<file path="src/rtl/edge_event_detector_if.sv">
// Channel bundle between the raw pins and the edge_event_detector:
// input pins, mode and clear controls, plus filtered level, pulse, flags and timestamps.
interface edge_event_detector_if #(
    parameter int unsigned NB_CHANNELS = 10,
    parameter int unsigned TS_WIDTH    = 16
);
    logic [NB_CHANNELS-1:0]          sig_i;
    logic [2*NB_CHANNELS-1:0]        mode_i;
    logic [NB_CHANNELS-1:0]          clear_i;
    logic [NB_CHANNELS-1:0]          level_o;
    logic [NB_CHANNELS-1:0]          edge_pulse_o;
    logic [NB_CHANNELS-1:0]          pending_o;
    logic [NB_CHANNELS-1:0]          overflow_o;
    logic [NB_CHANNELS*TS_WIDTH-1:0] ts_o;

    modport master (
        output sig_i,
        output mode_i,
        output clear_i,
        input  level_o,
        input  edge_pulse_o,
        input  pending_o,
        input  overflow_o,
        input  ts_o
    );

    modport slave (
        input  sig_i,
        input  mode_i,
        input  clear_i,
        output level_o,
        output edge_pulse_o,
        output pending_o,
        output overflow_o,
        output ts_o
    );
endinterface

</file>
<file path="src/rtl/edge_event_detector.sv">
// Multi-channel edge detector: per-channel synchroniser, glitch filter and edge-mode select,
// producing a one-cycle pulse, sticky pending/overflow flags and a timestamp of the first pending edge.
module edge_event_detector #(
    parameter int unsigned NB_CHANNELS = 10,
    parameter int unsigned SYNC_STAGES = 2,
    parameter int unsigned FILT_CYCLES = 4,
    parameter int unsigned TS_WIDTH    = 16
) (
    input  logic                  clk_i,
    input  logic                  rst_an_i,
    edge_event_detector_if.slave  bus_if
);

    localparam int unsigned CNT_W = $clog2(FILT_CYCLES + 1);

    logic [TS_WIDTH-1:0] r_tsc;

    // Free-running timestamp counter shared by all channels
    always_ff @(posedge clk_i or negedge rst_an_i) begin
        if (!rst_an_i) begin
            r_tsc <= '0;
        end else begin
            r_tsc <= r_tsc + TS_WIDTH'(1);
        end
    end

    for (genvar i = 0; i < NB_CHANNELS; i++) begin : g_ch
        logic [SYNC_STAGES-1:0] r_sync;
        logic [CNT_W-1:0]       r_cnt;
        logic                   r_level;
        logic                   r_pulse;
        logic                   r_pending;
        logic                   r_overflow;
        logic [TS_WIDTH-1:0]    r_ts;

        logic w_s;
        logic w_diff;
        logic w_commit;
        logic w_ev;

        // Commit when the synchronised level has differed for FILT_CYCLES consecutive samples
        always_comb begin
            w_s      = r_sync[SYNC_STAGES-1];
            w_diff   = (w_s != r_level);
            w_commit = w_diff && (r_cnt == CNT_W'(FILT_CYCLES - 1));
            w_ev     = w_commit && ((w_s && bus_if.mode_i[2*i]) ||
                                    (!w_s && bus_if.mode_i[2*i+1]));
        end

        always_ff @(posedge clk_i or negedge rst_an_i) begin
            if (!rst_an_i) begin
                r_sync     <= '0;
                r_cnt      <= '0;
                r_level    <= 1'b0;
                r_pulse    <= 1'b0;
                r_pending  <= 1'b0;
                r_overflow <= 1'b0;
                r_ts       <= '0;
            end else begin
                r_sync  <= {r_sync[SYNC_STAGES-2:0], bus_if.sig_i[i]};
                r_pulse <= w_ev;

                if (!w_diff) begin
                    r_cnt <= '0;
                end else if (w_commit) begin
                    r_level <= w_s;
                    r_cnt   <= '0;
                end else begin
                    r_cnt <= r_cnt + CNT_W'(1);
                end

                // An event wins over a simultaneous clear; a repeat event only flags overflow
                if (w_ev) begin
                    if (!r_pending || bus_if.clear_i[i]) begin
                        r_pending  <= 1'b1;
                        r_overflow <= 1'b0;
                        r_ts       <= r_tsc;
                    end else begin
                        r_overflow <= 1'b1;
                    end
                end else if (bus_if.clear_i[i]) begin
                    r_pending  <= 1'b0;
                    r_overflow <= 1'b0;
                end
            end
        end

        assign bus_if.level_o[i]                        = r_level;
        assign bus_if.edge_pulse_o[i]                   = r_pulse;
        assign bus_if.pending_o[i]                      = r_pending;
        assign bus_if.overflow_o[i]                     = r_overflow;
        assign bus_if.ts_o[TS_WIDTH*i +: TS_WIDTH]      = r_ts;
    end

endmodule
</file>
<file path="src/flat_wrapper.sv">
// flat-port wrapper written by rule: the top's interface ports become plain ports
module edge_event_detector_flat 
#(
    parameter int unsigned NB_CHANNELS = 10,
    parameter int unsigned SYNC_STAGES = 2,
    parameter int unsigned FILT_CYCLES = 4,
    parameter int unsigned TS_WIDTH    = 16
)
  (clk_i, rst_an_i, bus_if_sig_i, bus_if_mode_i, bus_if_clear_i, bus_if_level_o, bus_if_edge_pulse_o, bus_if_pending_o, bus_if_overflow_o, bus_if_ts_o);
  edge_event_detector_if #(.NB_CHANNELS(NB_CHANNELS), .TS_WIDTH(TS_WIDTH)) bus_if_i ();
  input  logic clk_i;
  input  logic rst_an_i;
  input wire logic [$bits(bus_if_i.sig_i)-1:0] bus_if_sig_i;
  input wire logic [$bits(bus_if_i.mode_i)-1:0] bus_if_mode_i;
  input wire logic [$bits(bus_if_i.clear_i)-1:0] bus_if_clear_i;
  output wire logic [$bits(bus_if_i.level_o)-1:0] bus_if_level_o;
  output wire logic [$bits(bus_if_i.edge_pulse_o)-1:0] bus_if_edge_pulse_o;
  output wire logic [$bits(bus_if_i.pending_o)-1:0] bus_if_pending_o;
  output wire logic [$bits(bus_if_i.overflow_o)-1:0] bus_if_overflow_o;
  output wire logic [$bits(bus_if_i.ts_o)-1:0] bus_if_ts_o;
  assign bus_if_i.sig_i = bus_if_sig_i;
  assign bus_if_i.mode_i = bus_if_mode_i;
  assign bus_if_i.clear_i = bus_if_clear_i;
  assign bus_if_level_o = bus_if_i.level_o;
  assign bus_if_edge_pulse_o = bus_if_i.edge_pulse_o;
  assign bus_if_pending_o = bus_if_i.pending_o;
  assign bus_if_overflow_o = bus_if_i.overflow_o;
  assign bus_if_ts_o = bus_if_i.ts_o;
  edge_event_detector #(.NB_CHANNELS(NB_CHANNELS), .SYNC_STAGES(SYNC_STAGES), .FILT_CYCLES(FILT_CYCLES), .TS_WIDTH(TS_WIDTH)) u_core (.clk_i(clk_i), .rst_an_i(rst_an_i), .bus_if(bus_if_i));
endmodule
</file>
<file path="config.mk">
export PLATFORM = sky130hd
export DESIGN_NAME = edge_event_detector_flat
export DESIGN_NICKNAME = d
export VERILOG_FILES = /design/src/rtl/edge_event_detector_if.sv /design/src/rtl/edge_event_detector.sv /design/src/flat_wrapper.sv
export SDC_FILE = /design/constraint.sdc
export NUM_CORES = 1
export LEC_CHECK = 0
export CORE_MARGIN = 1.5
export CORE_UTILIZATION = 37
export CTS_CLUSTER_DIAMETER = 150
export DETAILED_ROUTE_END_ITERATION = 10
export DONT_BUFFER_PORTS = 1
export MAX_ROUTING_LAYER = met4
export PLACE_DENSITY = 0.64
export SYNTH_ARGS = -nofsm -noshare
export SYNTH_HDL_FRONTEND = slang
export SYNTH_SLANG_ARGS = --single-unit
</file>
<file path="constraint.sdc">
create_clock -name clk_i -period 1.55 [get_ports clk_i]
set_input_delay 0 -clock clk_i [delete_from_list [all_inputs] [get_ports clk_i]]
set_output_delay 0 -clock clk_i [all_outputs]
set_load 0.02 [all_outputs]
</file>
==> out/results.ini, run 1 <==
[routing]
drt_first_iter_violations = 240
vias = 5733
finalWirelength_mm = 23.92
drtAntennaViolNets = 0
drc_errors = 0
dr.pass1.iters = 4
routedWlPerCell_um = 19.96
via_per_inst = 4.785

[min_path]
hold_class = primary input to async pin

[global_routing]
grt_first_pass_wirelength_mm = 35.29
grt_antenna_before_repair = 0
grt_overflow = 0
grt_max_degree = 267
gr-usage-all-layers = 0.1610
first_global_vias = 6064

[timing]
finalHoldViolations = 266
finalSetupViolations = 81
period_needed_ns = 1.598
relSlewSlack = 0.3997
worst_pin_slew_ns = 0.9005
hold_ws_ns = -0.8381
rsz0062_at_grt = yes
period_share = 1.031
finalWorstSetupSlack_ns = -0.04820
maxSlewViolCount = 0
clock.fmax_mhz = 625.7
skew_ns = 0.01191

[synth]
synth_seq_cells = 266
synth_edf_count = 0
synth_area_leaders = dfrtp_1 63%, mux2_2 16%, buf_4 3.3%, mux2_4 2.8%, xnor2_1 1.5%
synth_area_um2 = 10550
synth_cell_types = 33
synth_top_area_cell = dfrtp_1
synth_nets = 753
ys_async_sr_fraction = 1.000
yosys-top-cells-count = 266 x dfrtp_1, 150 x mux2_2, 47 x buf_4
synth_flop_cell = dfrtp_1
yosysSeqAreaShare = 0.6310
synthCells = 700
yosys_warnings = 0
synth_top_area_frac = 0.6310
yosysMostFrequentCell = dfrtp_1
avgSynthCellArea_um2 = 15.07

[critical_path]
worstSetupEndpointType = flop
worstSetupPathType = flop to flop
worstPathArrival_ns = 2.02
rr_worst_depth = 6
worstSetupStartpointType = flop
required_ns = 1.97
max_stage_delay_ns = 0.36
cpMaxStageDelayCell = dfrtp_1
cp_max_fo = 8
path_cells = ha_2 > nand2b_4 > a21oi_2 > and2_4 > clkbuf_16 > mux2_4

[clocking]
cts_tree = yes
insertion_delay_ns = 0.54
htreeDepth = 1
cts_root_buffer = clkbuf_16
cts_sinks = 266
cts_buffers = 29
clock_path_buffers = 3
path_clk_slew_ns = 0.06

[die]
die_y_um = 171.9
initial_core_util = 0.3776
io_pins = 242
core-area_um2 = 27930
die_area_um2 = 29530
core.rowCount = 61
die_x_um = 171.9

[power_and_ir_drop]
peakVddDrop_mv = 0.9338
p_leak_uw = 0.006454
p_per_area_nw_per_um2 = 1491

[outcome]
status = complete, but fails checks
violations = negative hold slack, negative setup slack

[cells_and_area]
fin_util = 0.4782
seqCellArea_um2 = 6656
area_growth_pct = 26.64
layout-drive-gt1-share = 0.4293
num-fill-cells = 2422
layout.nets = 853
multi_input_area_um2 = 3884
diodes = 0
fin_cells = 1198

[placed_design]
dp_cells = 1091
portBuffers = 0
place_congestion = 0.7247
dp_hpwl_mm = 15.45

[flow_run]
drv_cap = 0

-- what timing repair did --
item	4_1_cts	5_1_grt
cloned	0	1
gates resized for setup	25	76
pin swaps	0	1
endpoints found under the hold margin	323	268
hold buffers	48	1
setup endpoints to repair	121	160
setup buffers	0	6
-- where the power goes --
group	switching (uW)	internal [uW]	total [uW]
clock network	2710	4210	6930
registers	1760	7990	9750
logic	1200	2030	3230
total	5670	14200	19900
-- placed cells by master (no fill, tap or decap), types with 3 or more instances in the layout --
cell type and instances:
a21oi_4 7, and2b_2 9, and3b_1 10, and3b_2 8
buf_12 10, buf_4 76, clkbuf_1 6, clkbuf_16 30
clkbuf_8 10, clkinv_2 4, dfrtp_1 266, dlygate4sd3_1 49
ha_2 10, inv_1 19, mux2_2 31, mux2_4 139
nand2_1 19, nand2b_1 6, nand3_1 13, nand3b_1 4
nor2_1 3, nor2b_1 3, nor3_1 12, nor3b_1 17
o21ai_0 9, o21ai_4 9, xnor2_1 18, xor2_1 6
-- path summary, 6_finish.rpt --
check	slack [ns]	from	end
min reg2reg	0.35	u_core.g_ch[1].r_sync[0]	u_core.g_ch[1].r_sync[1]
max in group asynchronous	1.64	rst_an_i	u_core.g_ch[9].r_ts[5]
min	-0.84	rst_an_i	u_core.g_ch[0].r_ts[10]
min in group clk_i	0.03	bus_if_sig_i[8]	u_core.g_ch[8].r_sync[0]
max reg2reg	-0.05	u_core.g_ch[4].r_cnt[0]	u_core.g_ch[4].r_ts[6]
max	-0.05	u_core.g_ch[4].r_cnt[0]	u_core.g_ch[4].r_ts[6]
-- layout make-up --
type,count,area share
Timing Repair Buffer,138,0.09797
Clock inverter,6,0.005994
Multi-Input combinational cell,346,0.2907
Inverter,19,0.005339
Tap cell,378,0.03540
Sequential cell,266,0.4983
Clock buffer,45,0.06631
-- state kept, by name (all words and copies together), names as in the netlist --
name                    cells
u_core.g_ch.r_pending      10
u_core.g_ch.r_level        10
u_core.r_tsc               16
u_core.g_ch.r_pulse        10
u_core.g_ch.r_overflow     10
u_core.g_ch.r_sync         20
u_core.g_ch.r_ts          160
u_core.g_ch.r_cnt          30
-- per-stage QoR --
stage	area [um^2]	total power [uW]	setup WS, ns	hold slack, ns	setup TNS (ns)
2_1_floorplan	10770	11640	-0.03538	-0.2956	-2.544
3_3_place_gp	11450	12490	-0.01429	-0.2846	-0.1352
3_5_place_dp	11450	12620	-0.02972	-0.2849	-0.7565
4_1_cts	12990	19830	-0.04885	-0.8693	-1.472
5_1_grt	13360	20820	-0.1040	-0.8694	-10.47
6_report	13360	19920	-0.04820	-0.8381	-1.221
-- routing by layer --
layer / up-vias / share of wire / track usage
met5: - / 0 / -
met4: 0 / 0.016 / 0.04197
met3: 31 / 0.11 / 0.06867
met2: 182 / 0.46 / 0.2515
met1: 2973 / 0.42 / 0.1913
li1: 2547 / - / -
-- critical path: cells and delay by family, from the launching register on --
family | cells | cell delay (ns)
muxes | 1 | 0.30
adders and majority gates | 1 | 0.22
AOI/OAI and AO/OA | 1 | 0.12
DFF | 1 | 0.36
buffers and inverters | 1 | 0.19
and+or+nand+nor | 2 | 0.29
-- cells by family after synthesis --
logic type                 after synthesis  share of synthesized area
AOI/OAI and AO/OA                       26                    0.02265
and+or+nand+nor                        114                    0.06986
adders and majority gates               11                    0.01305
DFF                                    266                     0.6310
xor gates and xnor gates                24                    0.01993
buffers and inverters                   88                    0.05397
muxes                                  171                     0.1895
(Power assumes the default switching activity.)
==> run 2: changes to the inputs <==
PLACE_DENSITY = 0.62   (was 0.64)
clock period = 1.8 ns   (was 1.55 ns; I/O delays follow)
==> out/results.ini, run 2 (synthesis gave the netlist of run 1 again) <==
[die]
core-area_um2 = 27930
initial_core_util = 0.3776
core.rowCount = 61
die_y_um = 171.9
die_x_um = 171.9
io_pins = 242
die_area_um2 = 29530

[placed_design]
dp_hpwl_mm = 16.44
place_area_um2 = 10940
place_congestion = 0.7614
portBuffers = 0
place_ws_ns = 0.05902

[min_path]
hold_class = primary input to async pin

[timing]
hold_ws_ns = -0.8389
finalSetupTns_ns = 0
rsz0062_at_grt = yes
relSlewSlack = 0.6194
skew_ns = 0.02102
period_share = 0.9635
finalSetupViolations = 0
maxSlewViolCount = 0
worst_pin_slew_ns = 0.5709
period_needed_ns = 1.734
finalHoldViolations = 266
finalWorstSetupSlack_ns = 0.06576
clock.fmax_mhz = 576.6

[outcome]
violations = negative hold slack
status = complete, but fails checks

[power_and_ir_drop]
peakVddDrop_mv = 0.8429
finalPower_uw = 16800
p_leak_uw = 0.006172
p_per_area_nw_per_um2 = 1324

[critical_path]
cp_max_fo = 5
max_stage_delay_ns = 0.57
rrSetupSlack_ns = 0.07
path_cells = ha_1 > and2b_1 > o21ai_2 > nand2_1 > dlygate4sd3_1
worstSetupStartpointType = flop
cpMaxStageDelayCell = dlygate4sd3_1
worstPathArrival_ns = 2.16
required_ns = 2.23
r2r_start = u_core.g_ch[0].r_cnt[0]
regToRegEndpoint = u_core.g_ch[0].r_pending
worstSetupEndpointType = flop
rr_worst_depth = 5
worstSetupPathType = flop to flop

[routing]
dr.pass1.iters = 4
drtAntennaViolNets = 0
finalWirelength_mm = 24.34
via_per_inst = 4.839
drt_first_iter_violations = 203
drc_errors = 0
routedWlPerCell_um = 20.73
vias = 5681

[cells_and_area]
final_common_cell = dfrtp_1
area_growth_pct = 20.26
num-fill-cells = 2465
diodes = 0
largest_register_ffs = 160
layout-drive-gt1-share = 0.3869
fin_util = 0.4541
layout.nets = 827
top_regs = u_core.g_ch.r_ts: 160 flops, u_core.g_ch.r_cnt: 30 flops, u_core.g_ch.r_sync: 20 flops
layout_common_cells = 266 x dfrtp_1, 150 x mux2_2, 56 x dlygate4sd3_1
fin_area_um2 = 12690
regMostFlops = u_core.g_ch.r_ts

[global_routing]
first_global_vias = 6323
grt_first_pass_wirelength_mm = 36.99
gr-usage-all-layers = 0.1701
grt_antenna_before_repair = 0
grt_max_degree = 267
grt_overflow = 0

[clocking]
cts_sinks = 266
cts_root_buffer = clkbuf_16
path_clk_slew_ns = 0.06
insertion_delay_ns = 0.55
cts_tree = yes
htreeDepth = 1
clock_path_buffers = 3
cts_buffers = 30

[flow_run]
drv_cap = 0

[run 2: worst max path at each step]
stage / from / to / cells past startpoint
after CTS: u_core.g_ch[6].r_cnt[0] / u_core.g_ch[6].r_overflow / 5
after global routing: u_core.g_ch[0].r_cnt[0] / u_core.g_ch[0].r_pending / 5
after detailed placement: u_core.g_ch[5].r_cnt[0] / u_core.g_ch[5].r_ts[10] / 6
after floorplan: u_core.g_ch[2].r_cnt[0] / u_core.g_ch[2].r_ts[10] / 6
final: u_core.g_ch[0].r_cnt[0] / u_core.g_ch[0].r_pending / 5
after global placement: u_core.g_ch[5].r_cnt[0] / u_core.g_ch[5].r_ts[12] / 6
[run 2: final cells by class]
class / count / area, um^2 / area share
Multi-Input combinational cell: 346 / 3333 / 0.2627
Clock inverter: 13 / 155.1 / 0.01223
Tap cell: 378 / 473.0 / 0.03728
Sequential cell: 266 / 6656 / 0.5247
Clock buffer: 41 / 873.3 / 0.06884
Timing Repair Buffer: 111 / 1124 / 0.08857
Inverter: 19 / 71.32 / 0.005622
[run 2: where the power goes]
| group | internal (uW) | switching (uW) | leakage [uW] |
|---|---|---|---|
| combinational | 1310 | 891 | 0.00212 |
| sequential | 6880 | 1540 | 0.00355 |
| clock | 3810 | 2370 | 0.000501 |
[run 2: metal layers]
layer / up-vias / track usage / routed length [um]
met5: - / - / 0
met4: 0 / 0.05822 / 660
met3: 45 / 0.05585 / 2126
met2: 181 / 0.2778 / 11920
met1: 2947 / 0.1975 / 9627
li1: 2508 / - / -
[run 2: metrics by stage]
stage | std cells | hold WS [ns]
2_1_floorplan | 700 | -0.2956
3_3_place_gp | 1048 | -0.2844
3_5_place_dp | 1048 | -0.2836
4_1_cts | 1164 | -0.8740
5_1_grt | 1174 | -0.8754
6_report | 1174 | -0.8389
[run 2: worst max-delay path: cells and delay by family (launching register included)]
family          cells  cell delay [ns]
buf+inv             1             0.57
flops               1             0.39
simple gates        2             0.31
fa+ha+maj           1             0.22
compound gates      1             0.13
[run 2: timing repair]
| action | in CTS | in global routing |
|---|---|---|
| resized for setup | 0 | 10 |
| hold buffers | 62 | 1 |
| endpoints found under the setup margin | 0 | 18 |
| setup buffers | 0 | 11 |
| hold endpoints to repair | 341 | 268 |
